===== config.mk =====
export PLATFORM = sky130hd
export DESIGN_NAME = jump_control_block
export DESIGN_NICKNAME = d
export VERILOG_FILES = /design/src/rtl/jump_control_block.sv
export SDC_FILE = /design/constraint.sdc
export NUM_CORES = 1
export LEC_CHECK = 0
export BUFFER_PORTS_ARGS = -buffer_cell sky130_fd_sc_hd__clkbuf_2
export CAP_MARGIN = 20
export CORE_MARGIN = 3
export CORE_UTILIZATION = 38
export DETAILED_ROUTE_END_ITERATION = 12
export PLACE_DENSITY = 0.73
export SYNTH_ARGS = -nofsm -noshare
export SYNTH_HDL_FRONTEND = slang
export SYNTH_SLANG_ARGS = --single-unit

===== constraint.sdc =====
create_clock -name clk -period 1.9 [get_ports clk]
set_clock_uncertainty 0.05 [all_clocks]
set_input_delay 0.19 -clock clk [delete_from_list [all_inputs] [get_ports clk]]
set_output_delay 0.19 -clock clk [all_outputs]
set_load 0.05 [all_outputs]

===== src/rtl/jump_control_block.sv =====
// jump_control_block
// Branch/interrupt resolution for the fetch stage of a 16-bit MIPS-style core.
// Decodes the execute-stage opcode with the ALU flags and decides whether the
// PC takes the sequential address or a redirect target. It takes interrupts by
// saving the return address and flags, and it services RET.
//
// Ports:
//   clk             system clock, rising-edge active
//   reset           asynchronous active-low reset (0 = reset)
//   jmp_address_pm  jump target field from program memory
//   current_address current PC, saved as the return address on interrupt
//   op              opcode of the instruction in execute
//   flag_ex         ALU flags: [1] = Z, [0] = C
//   interrupt       level interrupt request, edge-detected here
//   jmp_loc         redirect target address
//   pc_mux_sel      1 = PC loads jmp_loc, 0 = sequential
module jump_control_block #(
  parameter logic [15:0] INT_VECTOR = 16'hF000
) (
  input  logic        clk,
  input  logic        reset,
  input  logic [15:0] jmp_address_pm,
  input  logic [15:0] current_address,
  input  logic [5:0]  op,
  input  logic [1:0]  flag_ex,
  input  logic        interrupt,
  output logic [15:0] jmp_loc,
  output logic        pc_mux_sel
);

  localparam logic [5:0] OP_JMP = 6'h18;
  localparam logic [5:0] OP_RET = 6'h10;
  localparam logic [5:0] OP_JC  = 6'h1C;
  localparam logic [5:0] OP_JNC = 6'h1D;
  localparam logic [5:0] OP_JZ  = 6'h1E;
  localparam logic [5:0] OP_JNZ = 6'h1F;

  logic        int_d;
  logic [15:0] ret_addr;
  logic [1:0]  ret_flags;
  logic        ret_d;

  logic        int_pulse;
  logic        ret_exec;
  logic [1:0]  eff_flags;
  logic        sel_c;
  logic [15:0] loc_c;

  // Only the first cycle of a high interrupt level vectors.
  assign int_pulse = interrupt & ~int_d;
  // A RET that coincides with an interrupt pulse is dropped, so it must not
  // arm the flag restore either.
  assign ret_exec  = (op == OP_RET) & ~int_pulse;
  // The first instruction after a return sees the interrupted code's flags.
  assign eff_flags = ret_d ? ret_flags : flag_ex;

  always_comb begin
    sel_c = 1'b0;
    loc_c = jmp_address_pm;
    if (int_pulse) begin
      sel_c = 1'b1;
      loc_c = INT_VECTOR;
    end else begin
      unique case (op)
        OP_JMP:  sel_c = 1'b1;
        OP_RET: begin
          sel_c = 1'b1;
          loc_c = ret_addr;
        end
        OP_JC:   sel_c = eff_flags[0];
        OP_JNC:  sel_c = ~eff_flags[0];
        OP_JZ:   sel_c = eff_flags[1];
        OP_JNZ:  sel_c = ~eff_flags[1];
        default: sel_c = 1'b0;
      endcase
    end
  end

  // Outputs are forced quiet while reset is held, independent of inputs.
  assign pc_mux_sel = reset ? sel_c : 1'b0;
  assign jmp_loc    = reset ? loc_c : 16'h0000;

  // State register boundary: edge detector, return context, restore marker.
  always_ff @(posedge clk or negedge reset) begin
    if (!reset) begin
      int_d     <= 1'b0;
      ret_addr  <= 16'h0000;
      ret_flags <= 2'b00;
      ret_d     <= 1'b0;
    end else begin
      int_d <= interrupt;
      ret_d <= ret_exec;
      if (int_pulse) begin
        ret_addr  <= current_address;
        ret_flags <= flag_ex;
      end
    end
  end

endmodule


# --- Yosys cells after proc, flatten, opt, wreduce, memory -nomap -nowiden ---
# Cells that the tools add are included.
classes:
  n_eq_ne: 6
  mux: 7
  n_bitwise: 6
  reduce_logical: 1
ops:
  columns: ["op", "count"]
  rows:
  - ["$mux 16", 3]
  - ["$eq 6x5->1 const B", 6]
  - ["$pmux 1 s5", 1]
  - ["$not 1->1", 4]
  - ["$and 1x1->1", 2]
  - ["$mux 1", 2]
  - ["$mux 2", 1]
  - ["$reduce_or 2->1", 1]
totals:
  regBits: 20
  input_bits: 43
  word_cells: 24

# --- Depth between registers and ports, before layout ---
depth:
  word_depth: 5
  ltp_mapped: 5
  ltp_nobuf: 3

# --- Least setup slack after synthesis ---
# No wires, ideal clock.
synth_path:
  kind: "register -> output"
  startpoint: "register ret_d"
  endpoint: "output pc_mux_sel"
  arrival_ns: 2.806
  required_time_ns: 1.660
  slack_ns: -1.146
  stages_incl_launch_ff: 4
  n_path_buf: 0
  cell_sequence: "dfrtp_1 mux4_2 o2111a_1 a2111oi_1"
synth_between:
  elab_chain_cells: 5
synth_rtl:
  columns: ["element", "line", "source"]
  rows:
  - ["from (decl)", "41", "logic ret_d;"]
  - ["from (signal assigned)", "92", "ret_d <= ret_exec;"]
  - ["$mux 2 (*)", "55", "assign eff_flags = ret_d ? ret_flags : flag_ex;"]
  - ["$not 1->1, on equally long branches", "73, 71", null]
  - ["$pmux 1 s5 (*)", "64", "unique case (op)"]
  - ["$mux 1 (*)", "60", "if (int_pulse) begin"]
  - ["$mux 1 (*)", "80", "assign pc_mux_sel = reset ? sel_c : 1'b0;"]
  - ["to (decl)", "28", "output logic pc_mux_sel"]
# Mark *: on every way between the ends. The rest lies on a longest branch, timed or not.

# --- Final worst setup path ---
layout_path:
  startpoint: "register ret_flags[1]"
  endpoint: "output pc_mux_sel"
layout_between:
  elab_chain_cells: 5
layout_rtl:
  columns: ["element", "line", "source"]
  rows:
  - ["from (decl)", "40", "logic [1:0] ret_flags;"]
  - ["from (signal assigned)", "95", "ret_flags <= flag_ex;"]
  - ["$mux 2 (*)", "55", null]
  - ["$not 1->1", "73", "OP_JNZ: sel_c = ~eff_flags[1];"]
  - ["$pmux 1 s5 (*)", "64", null]
  - ["$mux 1 (*)", "60", null]
  - ["$mux 1 (*)", "80", null]
# Marked as above.

==> metrics.md <==
| Metric | Value |
|---|---|
| Mapped Area | `1160 um2` |
| Outcome | `finished, violations left` |
| F_max | `0.483 GHz` |
| Gr ovfl total | `0` |
| Number of synthesized register bits | `20` |
| Vias in the first global route | `1069` |
| Post-synthesis sequential area ratio | `43.0%` |
| WL final | `3160 um` |
| DPL Wire Length | `2490 um` |
| Power share of the clock group | `29.4%` |
| WP depth | `4` |
| Clock-pin slew on the worst setup and hold paths | `0.11 ns` |
| Data required, critical path | `1.66 ns` |
| Overall die height | `61.3 um` |
| Slew @ Worst Pin | `0.560 ns` |
| Max clock buf depth | `2` |
| M1 wire length | `1480 um` |
| Worst setup margin | `-0.171 ns` |
| R2R Path End | `ret_flags[1]` |
| Worst Setup End Kind | `primary output` |
| Worst Hold Class | `in -> reg` |
| Tmin final | `2.07 ns` |
| Slowest library cell on the worst path | `mux4_2` |
| Max_cap viols | `0` |
| Clk_lat worst skew | `0.29 ns` |
| Final Non-Filler Cells | `249` |
| Setup TNS | `-0.171 ns` |
| First-pass GRT wire length | `4770 um` |
| Crit path from | `ret_flags[1]` |
| R2R Path Start | `int_d` |
| Root buffer cell | `clkbuf_4` |
| Synth warn | `0` |
| Sequential power share | `44.0%` |
| Initial antenna violation count | `0` |
| Internal | `0.000801 W` |
| Die area | `3760 um2` |
| Top delay family on crit path | `multiplexers` |
| Synthesized Nets | `196` |
| Metal3 WL | `207 um` |
| RSZ-0062 raised after global routing | `true` |
| Total Nets Final | `262` |
| Pre-CTS WS | `-0.0671 ns` |
| Port Buffers | `59` |
| Worst slew margin | `62.7%` |
| Via count | `1261` |
| Hold Vio Cnt, Final | `0` |
| GP Congestion | `0.854` |
| Critical Path, Cell by Cell | `mux4_2, o2111a_1, a2111oi_4, clkbuf_8` |
| Combinational share of power | `26.6%` |
| CTS H-tree lvls | `1` |
| Syn Area/Cell | `7.61 um2` |
| Placed instance count | `243` |
| WL/cell | `12.7 um` |
| Switching portion of total power | `30.3%` |
| Initial drt markers | `40` |
| Power Dens Cells | `691 nW/um2` |
| Fillers | `268` |
| CTS tree | `built` |
| Max Used Layer | `met4` |
| Post-synth ARST share | `100%` |
| Setup slack, reg-to-reg | `0.75 ns` |
| Layout cells sized above 1 | `37.2%` |
| Largest stage delay, worst path | `0.50 ns` |
| End point of the critical path | `pc_mux_sel` |
| Maximum vdd drop | `405 uV` |
| DRC | `0` |
| Critical-path maximum fanout | `2` |
| Initial Utilization | `41.1%` |
| Syn-to-layout area delta | `42.9%` |
| Commonest non-fill, non-tap cells in the layout | `54 x nand2_1, 49 x clkbuf_2, 20 x dfrtp_1` |
| DR vias/cell | `5.06` |
| WP data arrival | `1.83 ns` |
| Setup CP Type | `reg -> out` |
| EDFF count, synth | `0` |
| GR Util All Layers | `17.2%` |
| Mapped Cells | `153` |
| Pins Over Slew Limit | `0` |
| Synth unique cells | `23` |
| Fin crit share | `109%` |
| Leakage | `0.849 nW` |
| Largest net degree at the start of global routing | `20` |
| Startpoint class of the critical path | `flip-flop` |
| Violated checks | `negative setup slack` |
| Placement Rows | `19` |
| Die width | `61.3 um` |
| NetSw | `0.000348 W` |
| Synth Flop Type | `dfrtp_1` |
| Most common cell after layout, fill and taps aside | `nand2_1` |
| Diodes inserted | `0` |
| Num CTS Buffers | `3` |
| Clk sink count | `20` |
| Final setup vio count | `1` |
| First-pass detailed-route iteration total | `4` |
| WL met2 | `1450 um` |
| Remaining antenna violation count | `0` |
| Ports | `60` |
| CP bufs+invs | `1` |
| Worst R2R Path Depth | `4` |
| Final hold slack | `0.0252 ns` |
| Core Region | `2830 um2` |
| Power Total | `0.00115 W` |
[how the worst min path moves through the flow]
| stage | startpoint | end | slack, ns | depth (start not counted) |
|---|---|---|---|---|
| detailed placement | reset | ret_addr[12] | -0.05 | 1 |
| CTS | current_address[3] | ret_addr[3] | 0.02 | 3 |
| global placement | reset | ret_addr[12] | -0.05 | 1 |
| floorplan | reset | int_d | -0.16 | 0 |
| finish | current_address[3] | ret_addr[3] | 0.03 | 3 |
| global route | current_address[13] | ret_addr[13] | 0.02 | 3 |
[logic make-up after synthesis]
group	count (synthesis)	share of synthesized area [%]
buffers and inverters	14	5.38
DFF	20	43.0
and+or+nand+nor	80	30.6
AOI/OAI and AO/OA	36	17.2
muxes	3	3.76
[final cells by class]
class	instances	area, um2	area share, %
inverter	2	7.51	0.451
multi-input combinational	119	627	37.7
clock buffer	3	22.5	1.35
sequential	20	500	30.1
timing repair buffer	73	437	26.3
tap	31	38.8	2.33
clock inverter	1	30.0	1.81
[worst min-delay path, delay by kind of cell]
family	cells	cell delay [ns]
and+or+nand+nor	2	0.08
buffers and inverters	1	0.07
[sequential cells by signal, summed over array words and instances, names as in the netlist]
signal     count
ret_addr      16
ret_flags      2
int_d          1
ret_d          1
[metrics by stage]
step | instance area (um2) | utilization [%]
finish | 1660 | 58.8
global route | 1660 | 58.8
CTS | 1660 | 58.5
detailed placement | 1570 | 55.4
global placement | 1570 | 55.4
floorplan | 1180 | -
[cell usage after synthesis, types with 2 or more instances]
| master | count | area share (%) |
|---|---|---|
| nor2b_1 | 2 | 1.1 |
| a21oi_1 | 12 | 5.2 |
| buf_2 | 2 | 0.86 |
| nor3_1 | 2 | 0.86 |
| dfrtp_1 | 20 | 43 |
| a31oi_1 | 4 | 2.2 |
| clkbuf_1 | 9 | 2.9 |
| nand3_1 | 16 | 6.9 |
| inv_1 | 2 | 0.65 |
| o21ai_1 | 9 | 3.9 |
| nand2_1 | 55 | 18 |
| o21ai_0 | 8 | 3.4 |
| nand2b_1 | 2 | 1.1 |
[what timing repair did]
| action | in CTS | in global routing |
|---|---|---|
| buffers inserted | 0 | 0 |
| endpoints found under the hold margin | 21 | 0 |
| gates resized for setup | 4 | 13 |
| hold buffers | 2 | 0 |
| setup endpoints to repair | 13 | 8 |
| pin swaps | 1 | 0 |
[power groups by stage]
| stage | Combinational (W) | Clock, W | Sequential [W] |
|---|---|---|---|
| 6_report | 0.000306 | 0.000338 | 0.000505 |
| 5_1_grt | 0.000335 | 0.000363 | 0.000510 |
| 4_1_cts | 0.000306 | 0.000344 | 0.000504 |
| 3_5_place_dp | 0.000297 | 0 | 0.000512 |
| 3_3_place_gp | 0.000294 | 0 | 0.000510 |
| 2_1_floorplan | 0.000184 | 0 | 0.000502 |
[layer usage]
layer,vias up,global-route usage [%]
li1,653,-
met1,560,25.0
met5,-,0
met4,0,9.09
met3,2,2.31
met2,46,24.9
Note: power is estimated with default switching activity, not from simulation.
